--- config.mk ---
export PLATFORM = sky130hd
export DESIGN_NAME = multicycle_adder
export DESIGN_NICKNAME = d
export VERILOG_FILES = /design/src/rtl/multicycle_adder.sv
export SDC_FILE = /design/constraint.sdc
export NUM_CORES = 1
export LEC_CHECK = 0
export CAP_MARGIN = 20
export CORE_MARGIN = 2
export CORE_UTILIZATION = 30
export CTS_BUF_LIST = sky130_fd_sc_hd__clkbuf_8
export DETAILED_ROUTE_END_ITERATION = 7
export HOLD_SLACK_MARGIN = 0.1
export MAX_ROUTING_LAYER = met4
export PLACE_DENSITY = 0.46
export SLEW_MARGIN = 15
export SYNTH_ARGS = -nofsm -noshare
export SYNTH_HDL_FRONTEND = slang
export SYNTH_SLANG_ARGS = --single-unit
export TNS_END_PERCENT = 20
--- constraint.sdc ---
create_clock -name clock -period 4.78 [get_ports clock]
set_input_delay 0.956 -clock clock [delete_from_list [all_inputs] [get_ports clock]]
set_output_delay 0.956 -clock clock [all_outputs]
set_load 0.05 [all_outputs]
--- src/rtl/multicycle_adder.sv ---
// multicycle_adder: WIDTH-bit add/subtract, SLICE bits per clock.
// Carry is registered between slices; results appear with a done pulse.
module multicycle_adder #(
   parameter int WIDTH = 16,
   parameter int SLICE = 4
) (
   input  logic             clock,
   input  logic             resetn,
   input  logic             start,
   input  logic             sub,
   input  logic             cin,
   input  logic [WIDTH-1:0] a,
   input  logic [WIDTH-1:0] b,
   output logic             busy,
   output logic             done,
   output logic [WIDTH-1:0] sum,
   output logic             cout,
   output logic             overflow
);

   localparam int N  = WIDTH / SLICE;
   localparam int CW = (N > 1) ? $clog2(N) : 1;

   typedef enum logic [1:0] {
      IDLE,
      RUN,
      DONE
   } state_t;

   state_t           state_q, state_d;
   logic [CW-1:0]    cnt_q, cnt_d;
   logic [WIDTH-1:0] a_q, a_d;
   logic [WIDTH-1:0] b_q, b_d;
   logic [WIDTH-1:0] acc_q, acc_d;
   logic [WIDTH-1:0] sum_q, sum_d;
   logic             carry_q, carry_d;
   logic             cout_q, cout_d;
   logic             ovf_q, ovf_d;
   logic             busy_q, busy_d;
   logic             done_q, done_d;

   int               base;
   logic [SLICE-1:0] sa, sb, ss;
   logic [SLICE:0]   c;
   logic             last;

   // One SLICE-wide ripple chain fed by the registered carry.
   always_comb begin
      base = SLICE * int'(cnt_q);
      sa   = a_q[base +: SLICE];
      sb   = b_q[base +: SLICE];
      c    = '0;
      ss   = '0;
      c[0] = carry_q;
      for (int i = 0; i < SLICE; i++) begin
         ss[i]   = sa[i] ^ sb[i] ^ c[i];
         c[i+1]  = (sa[i] & sb[i]) | (c[i] & (sa[i] ^ sb[i]));
      end
      last = (cnt_q == CW'(N - 1));
   end

   // Next-state, operand capture and result publishing.
   always_comb begin
      state_d = state_q;
      cnt_d   = cnt_q;
      a_d     = a_q;
      b_d     = b_q;
      acc_d   = acc_q;
      sum_d   = sum_q;
      carry_d = carry_q;
      cout_d  = cout_q;
      ovf_d   = ovf_q;
      busy_d  = busy_q;
      done_d  = 1'b0;
      unique case (state_q)
         IDLE, DONE: begin
            if (start) begin
               a_d     = a;
               b_d     = sub ? ~b : b;
               carry_d = sub ? 1'b1 : cin;
               cnt_d   = '0;
               acc_d   = '0;
               busy_d  = 1'b1;
               state_d = RUN;
            end else begin
               busy_d  = 1'b0;
               state_d = IDLE;
            end
         end
         RUN: begin
            acc_d[base +: SLICE] = ss;
            carry_d = c[SLICE];
            cnt_d   = cnt_q + 1'b1;
            if (last) begin
               sum_d   = acc_d;
               cout_d  = c[SLICE];
               ovf_d   = c[SLICE-1] ^ c[SLICE];
               busy_d  = 1'b0;
               done_d  = 1'b1;
               state_d = DONE;
            end
         end
         default: begin
            busy_d  = 1'b0;
            state_d = IDLE;
         end
      endcase
   end

   // State registers with synchronous active-low reset.
   always_ff @(posedge clock) begin
      if (!resetn) begin
         state_q <= IDLE;
         cnt_q   <= '0;
         a_q     <= '0;
         b_q     <= '0;
         acc_q   <= '0;
         sum_q   <= '0;
         carry_q <= 1'b0;
         cout_q  <= 1'b0;
         ovf_q   <= 1'b0;
         busy_q  <= 1'b0;
         done_q  <= 1'b0;
      end else begin
         state_q <= state_d;
         cnt_q   <= cnt_d;
         a_q     <= a_d;
         b_q     <= b_d;
         acc_q   <= acc_d;
         sum_q   <= sum_d;
         carry_q <= carry_d;
         cout_q  <= cout_d;
         ovf_q   <= ovf_d;
         busy_q  <= busy_d;
         done_q  <= done_d;
      end
   end

   assign busy     = busy_q;
   assign done     = done_q;
   assign sum      = sum_q;
   assign cout     = cout_q;
   assign overflow = ovf_q;

endmodule

Yosys cells after proc, flatten, opt, wreduce, memory -nomap -nowiden
Index checks and enable logic that the tools add are counted.
{"block": "word_totals", "regBits": 73, "input_bits": 37, "wordCells": 67}
{"block": "classes", "addsub": 2, "n_eq_ne": 5, "shift": 4, "mux": 16, "bitwise_logic": 22, "n_reduce_logical": 7}
{"op": "negator 4 -> 33 bit", "count": 1}
{"op": "variable shift 4 x 33 -> 16 bit (first input constant)", "count": 1}
{"op": "variable part select 4 x 33 -> 16 bit", "count": 1}
{"op": "2-to-1 mux 16 bit", "count": 2}
{"op": "one-hot mux 16 bit (2 select lines)", "count": 1}
{"op": "variable part select 16 x 5 -> 4 bit", "count": 2}
{"op": "bitwise mux 16 bit", "count": 1}
{"op": "NOT 16 bit", "count": 1}
{"op": "XOR 1 bit", "count": 9}
{"op": "bitwise AND 1 bit", "count": 8}
{"op": "one-hot mux 2 bit (2 select lines)", "count": 2}
{"op": "AND reduction 2 bit", "count": 4}
{"op": "2-to-1 mux 1 bit", "count": 6}
{"op": "== test 2 bit (second input constant)", "count": 2}
{"op": "2-to-1 mux 2 bit", "count": 2}
{"op": "!= test 2 bit (second input constant)", "count": 2}
{"op": "OR 1 bit", "count": 4}
{"op": "one-hot mux 1 bit (2 select lines)", "count": 2}
{"op": "adder 2 x 1 -> 2 bit (second input constant)", "count": 1}
{"op": "== test 2 x 1 -> 1 bit (second input constant)", "count": 1}
{"op": "logical NOT 2 bit", "count": 1}
{"op": "nonzero test 2 bit", "count": 1}
{"op": "OR reduction 2 bit", "count": 1}

Longest topological paths before layout
{"block": "logic_depth", "word_depth": 12, "depth_mapped": 13, "ltp_nobuf": 12}

Worst setup path after synthesis
OpenSTA, ideal clock, no wires.
{"block": "synth_path", "path_type": "register -> register", "startpoint": "register cnt_q[0]", "endpoint": "register sum_q[11], in the netlist sum[11]", "setup_time_ps": 123, "t_arrival_ps": 3000, "required_ps": 4657, "setup_slack_ps": 1657, "stages_incl_launch_ff": 14, "period_less_slack_ps": 3123, "cell_sequence": "dfxtp_1 > buf_6 > mux4_2 > inv_1 > fa_1 > inv_1 > fa_1 > inv_1 > fa_1 > inv_1 > fa_1 > nor2b_1 > a221oi_1 > nor2_1"}
{"block": "synth_between", "elab_chain_cells": 11}
{"element": "from (decl)", "line": "31", "rtl": "logic [CW-1:0] cnt_q, cnt_d;"}
{"element": "from (signal assigned)", "line": "126", "rtl": "cnt_q <= cnt_d;"}
{"element": "variable part select 16 x 5 -> 4 bit, on equally long branches", "line": "50, 51"}
{"element": "XOR 1 bit", "line": "56, 57"}
{"element": "bitwise AND 1 bit", "line": "57", "rtl": "c[i+1] = (sa[i] & sb[i]) | (c[i] & (sa[i] ^ sb[i]));"}
{"element": "OR 1 bit", "line": "57"}
{"element": "bitwise AND 1 bit", "line": "57"}
{"element": "OR 1 bit", "line": "57"}
{"element": "bitwise AND 1 bit", "line": "57"}
{"element": "OR 1 bit", "line": "57"}
{"element": "XOR 1 bit", "line": "56", "rtl": "ss[i] = sa[i] ^ sb[i] ^ c[i];"}
{"element": "variable part select 4 x 33 -> 16 bit", "line": "91", "rtl": "acc_d[base +: SLICE] = ss;"}
{"element": "bitwise mux 16 bit", "line": "91"}
{"element": "to (signal assigned)", "line": "130", "rtl": "sum_q <= sum_d;"}
{"element": "to (decl)", "line": "35", "rtl": "logic [WIDTH-1:0] sum_q, sum_d;"}
Several ways; a longest one is shown, not always the timed one.
A chain may end at the register's enable or synchronous reset.

Final worst setup path
{"block": "layout_path", "startpoint": "register cnt_q[0]", "endpoint": "register acc_q[7]"}
{"block": "layout_between", "elab_chain_cells": 12}
{"element": "variable part select 16 x 5 -> 4 bit, on equally long branches", "line": "50, 51"}
{"element": "XOR 1 bit", "line": "56, 57"}
{"element": "bitwise AND 1 bit", "line": "57"}
{"element": "OR 1 bit", "line": "57"}
{"element": "bitwise AND 1 bit", "line": "57"}
{"element": "OR 1 bit", "line": "57"}
{"element": "bitwise AND 1 bit", "line": "57"}
{"element": "OR 1 bit", "line": "57"}
{"element": "XOR 1 bit", "line": "56"}
{"element": "variable part select 4 x 33 -> 16 bit", "line": "91"}
{"element": "bitwise mux 16 bit *", "line": "91"}
{"element": "one-hot mux 16 bit (2 select lines) *", "line": "75", "rtl": "unique case (state_q)"}
{"element": "to (signal assigned)", "line": "117", "rtl": "acc_q <= '0;"}
{"element": "to (signal assigned)", "line": "129", "rtl": "acc_q <= acc_d;"}
{"element": "to (decl)", "line": "34", "rtl": "logic [WIDTH-1:0] acc_q, acc_d;"}
Every way passes the cells marked *; elsewhere a longest branch is shown, timed or not.

==> summary.txt <==
Status
  – Status: finished, final reports clean

Synthesis
  – Largest family of logic cells by synthesized area: compound AO/OA/AOI/OAI gates
  – Mapped Area: approximately 3300 um^2
  – Yosys cell types: 40
  – Synth Flop Type: dfxtp_1
  – Gate Count Post-Synth: between 300 and 400
  – Post-Synth Simple-Gate Area: 13.7%
  – YS warnings: 0
  – Multiplexer share of the synthesized area: under 10%
  – Number of enable flip-flop cells after synthesis: 0
  – Syn nets: ~400
  – Sequential cell area fraction in the yosys report: about 45%
  – Asr flop ratio synth: 0%
  – Avg Inst Size Synth: 9.42 um^2
  – XOR/XNOR Fraction of Synth Area: around 4.5%
  – Post-synthesis adder-cell area fraction: between 4 and 5%
  – Yosys reg bits: 73
  – Complex-gate fraction of the synthesized area: between 10% and 20%

Clock network
  – Hold-fix buffers, CTS: 0
  – Clock Root Buffer: clkbuf_8
  – Clock-pin slew on the worst setup and hold paths: around 80 ps
  – Post-CTS sizing: 0
  – Sink Count: 73
  – Max H-tree Level: 3
  – Worst skew pair latency: between 300 and 400 ps
  – CTS tree: done
  – Setup bufs post-CTS: 0
  – CTS max path bufs: 2
  – CTS Buf Count: 9

GRT
  – GRT Residual Overflow: 0
  – Initial antenna violation count: 0
  – Largest net degree at the start of global routing: 44
  – Vias in the first global route: around 2600
  – First-pass GRT wire length: 12700 um
  – Gr usage total: between 10 and 15%
  – GR Layer Usage met1: between 15 and 20%
  – Met2 usage: roughly 25%
  – Met3 GRT Util: under 10%
  – GR peak layer: met2

STA
  – Setup Viol. Count Final: 0
  – Slew Viols, Final: 0
  – Tcrit/Tclk final: between 70 and 80%
  – Fmax: between 0.2 and 0.3 GHz
  – Worst clock skew: around 14 ps
  – Fin Setup TNS: 0 ps
  – Fin crit period: ~3400 ps
  – Final hold vios: 0
  – Worst-Margin Slew: between 1000 and 1500 ps
  – Slew HR: between 30% and 40%
  – Unrepaired setup endpoints after global routing: false
  – Fin worst setup slack: around 1400 ps

Floorplanning
  – Chip height: about 110 um
  – Die width: between 100 and 150 um
  – Initial core utilization: 30.5%
  – # IOs: 57
  – # rows: 38
  – Area of the core: approximately 11000 um^2
  – DIE AREA: 11800 um^2

Place
  – Gpl congestion: slightly above 0.8
  – DP Worst Slack: roughly 1400 ps
  – I/O Buffers: 56
  – Post-Place Cell Area: between 3000 and 4000 um^2
  – Post-DP HPWL: about 5500 um

Route
  – DRC violations left: 0
  – First-pass iteration count of the detailed router: 4
  – Routed length per instance: 14.2 um
  – Total Routed Length: roughly 7700 um
  – Drt first-iter violations: between 100 and 150
  – Post-route antenna net violation count: 0
  – Vias/cell: approximately 4.8
  – Via count: approximately 2600

Worst setup path
  – WP buf/inv: 4
  – CP max-delay cell: dfxtp_1
  – Critical Path End Type: flip-flop
  – WP data arrival: around 3700 ps
  – CP required: about 5000 ps
  – Family with the most delay on the worst path: adder cells
  – CP max FO: 8
  – CP Launch Type: flip-flop
  – CP Class: flip-flop to flip-flop
  – Critical path's largest stage delay: 590 ps
  – CP cell instances: mux4_2 -> inv_1 -> fa_1 -> inv_1 -> fa_1 -> inv_1 -> fa_1 -> inv_1 -> fa_1 -> nor2b_1 -> nand2_1 -> o22ai_1

Layout
  – Nets: approximately 440
  – Syn-to-layout area delta: 25.9%
  – Post-route cell area: ~4100 um^2
  – ANT cells: 0
  – Layout cell share with drive strength beyond 1: around 8.7%

Power and ir drop
  – Cell area power density: around 330 nW/um^2
  – Leak: around 1.5 nW
  – Worst VDD drop: between 0.15 and 0.2 mV

Flow run
  – Max-cap violations: 0

Min path
  – Worst Hold Class: flip-flop to flip-flop
## cells in the mapped netlist, types with 6 or more instances
| cell | number | area, um^2 |
|---|---|---|
| a211oi_1 | 15 | 113 |
| a21oi_1 | 21 | 105 |
| a221oi_1 | 15 | 131 |
| buf_2 | 6 | 30.0 |
| dfxtp_1 | 73 | 1460 |
| ha_1 | 6 | 75.1 |
| inv_1 | 24 | 90.1 |
| mux4_2 | 8 | 180 |
| nand2_1 | 46 | 173 |
| nor2_1 | 35 | 131 |
| o21ai_0 | 17 | 85.1 |
| o22ai_1 | 8 | 50.1 |
| xnor2_1 | 17 | 149 |
## cell families (layout without fill, tap and decap cells)
family	after synthesis	count (layout)
simple gates	101	101
compound gates	92	92
flops	73	73
buf+inv	47	100
xor+xnor	17	17
fa+ha+maj	10	10
mux	8	8
## worst paths after layout
check | startpoint | end | slack, ps | cells after the start
worst min register to register | a_q[12]$_SDFFE_PN0P_ | a_q[12]$_SDFFE_PN0P_ | 450 | 2
worst max-delay path | cnt_q[0]$_SDFFE_PN0P_ | acc_q[7]$_SDFFE_PN0P_ | 1360 | 12
worst max register to register | cnt_q[0]$_SDFFE_PN0P_ | acc_q[7]$_SDFFE_PN0P_ | 1360 | 12
worst min-delay path | a_q[12]$_SDFFE_PN0P_ | a_q[12]$_SDFFE_PN0P_ | 450 | 2
## where the power goes
group	leakage, nW	internal (W)	total, W	switching (W)
Clock	0.110	0.000298	0.000541	0.000243
Sequential	0.595	0.000634	0.000651	0.0000177
Combinational	0.792	0.0000895	0.000190	0.000100
Total	1.50	0.00102	0.00138	0.000361
## registers in the layout, indices dropped and copies added (netlist names)
signal    count
a_q          16
acc_q        16
b_q          16
sum          16
cnt_q         2
state_q       2
busy          1
carry_q       1
cout          1
done          1
overflow      1
## cell usage in the layout, fill, tap and decap left out, types with 6 or more instances in the layout
master	instances
o21ai_0	17
mux4_2	8
nor2_1	35
clkbuf_8	9
inv_1	24
dfxtp_1	73
a21oi_1	21
xnor2_1	17
a221oi_1	15
nand2_1	46
ha_1	6
clkdlybuf4s50_1	56
o22ai_1	8
a211oi_1	15
## stage by stage
stage / cells / util (%) / power, W / hold WS [ps]
floorplan: 348 / - / 0.000793 / 429
global placement: 525 / 36.3 / 0.000859 / 436
detailed placement: 525 / 36.3 / 0.000859 / 444
CTS: 541 / 38.4 / 0.00140 / 456
global route: 541 / 38.4 / 0.00144 / 473
finish: 541 / 38.4 / 0.00138 / 455
## area by class of cell
type	count	area, um^2
inverter	25	93.8
fill	1119	6620
sequential	73	1460
clock inverter	7	103
tap	140	175
multi-input combinational	228	1590
clock buffer	9	124
timing repair buffer	59	583
## worst min-delay path: cells and delay by family (launching register included)
family,cells,cell delay (ps)
flops,1,310
compound gates,1,50
simple gates,1,50
## layer usage
metal  up-vias  wire, um
met5         -         0
met4         0       102
met3        11       280
met2        64      3790
met1      1224      3510
li1       1311         -
No activity file was read; power rests on OpenSTA's default activity.
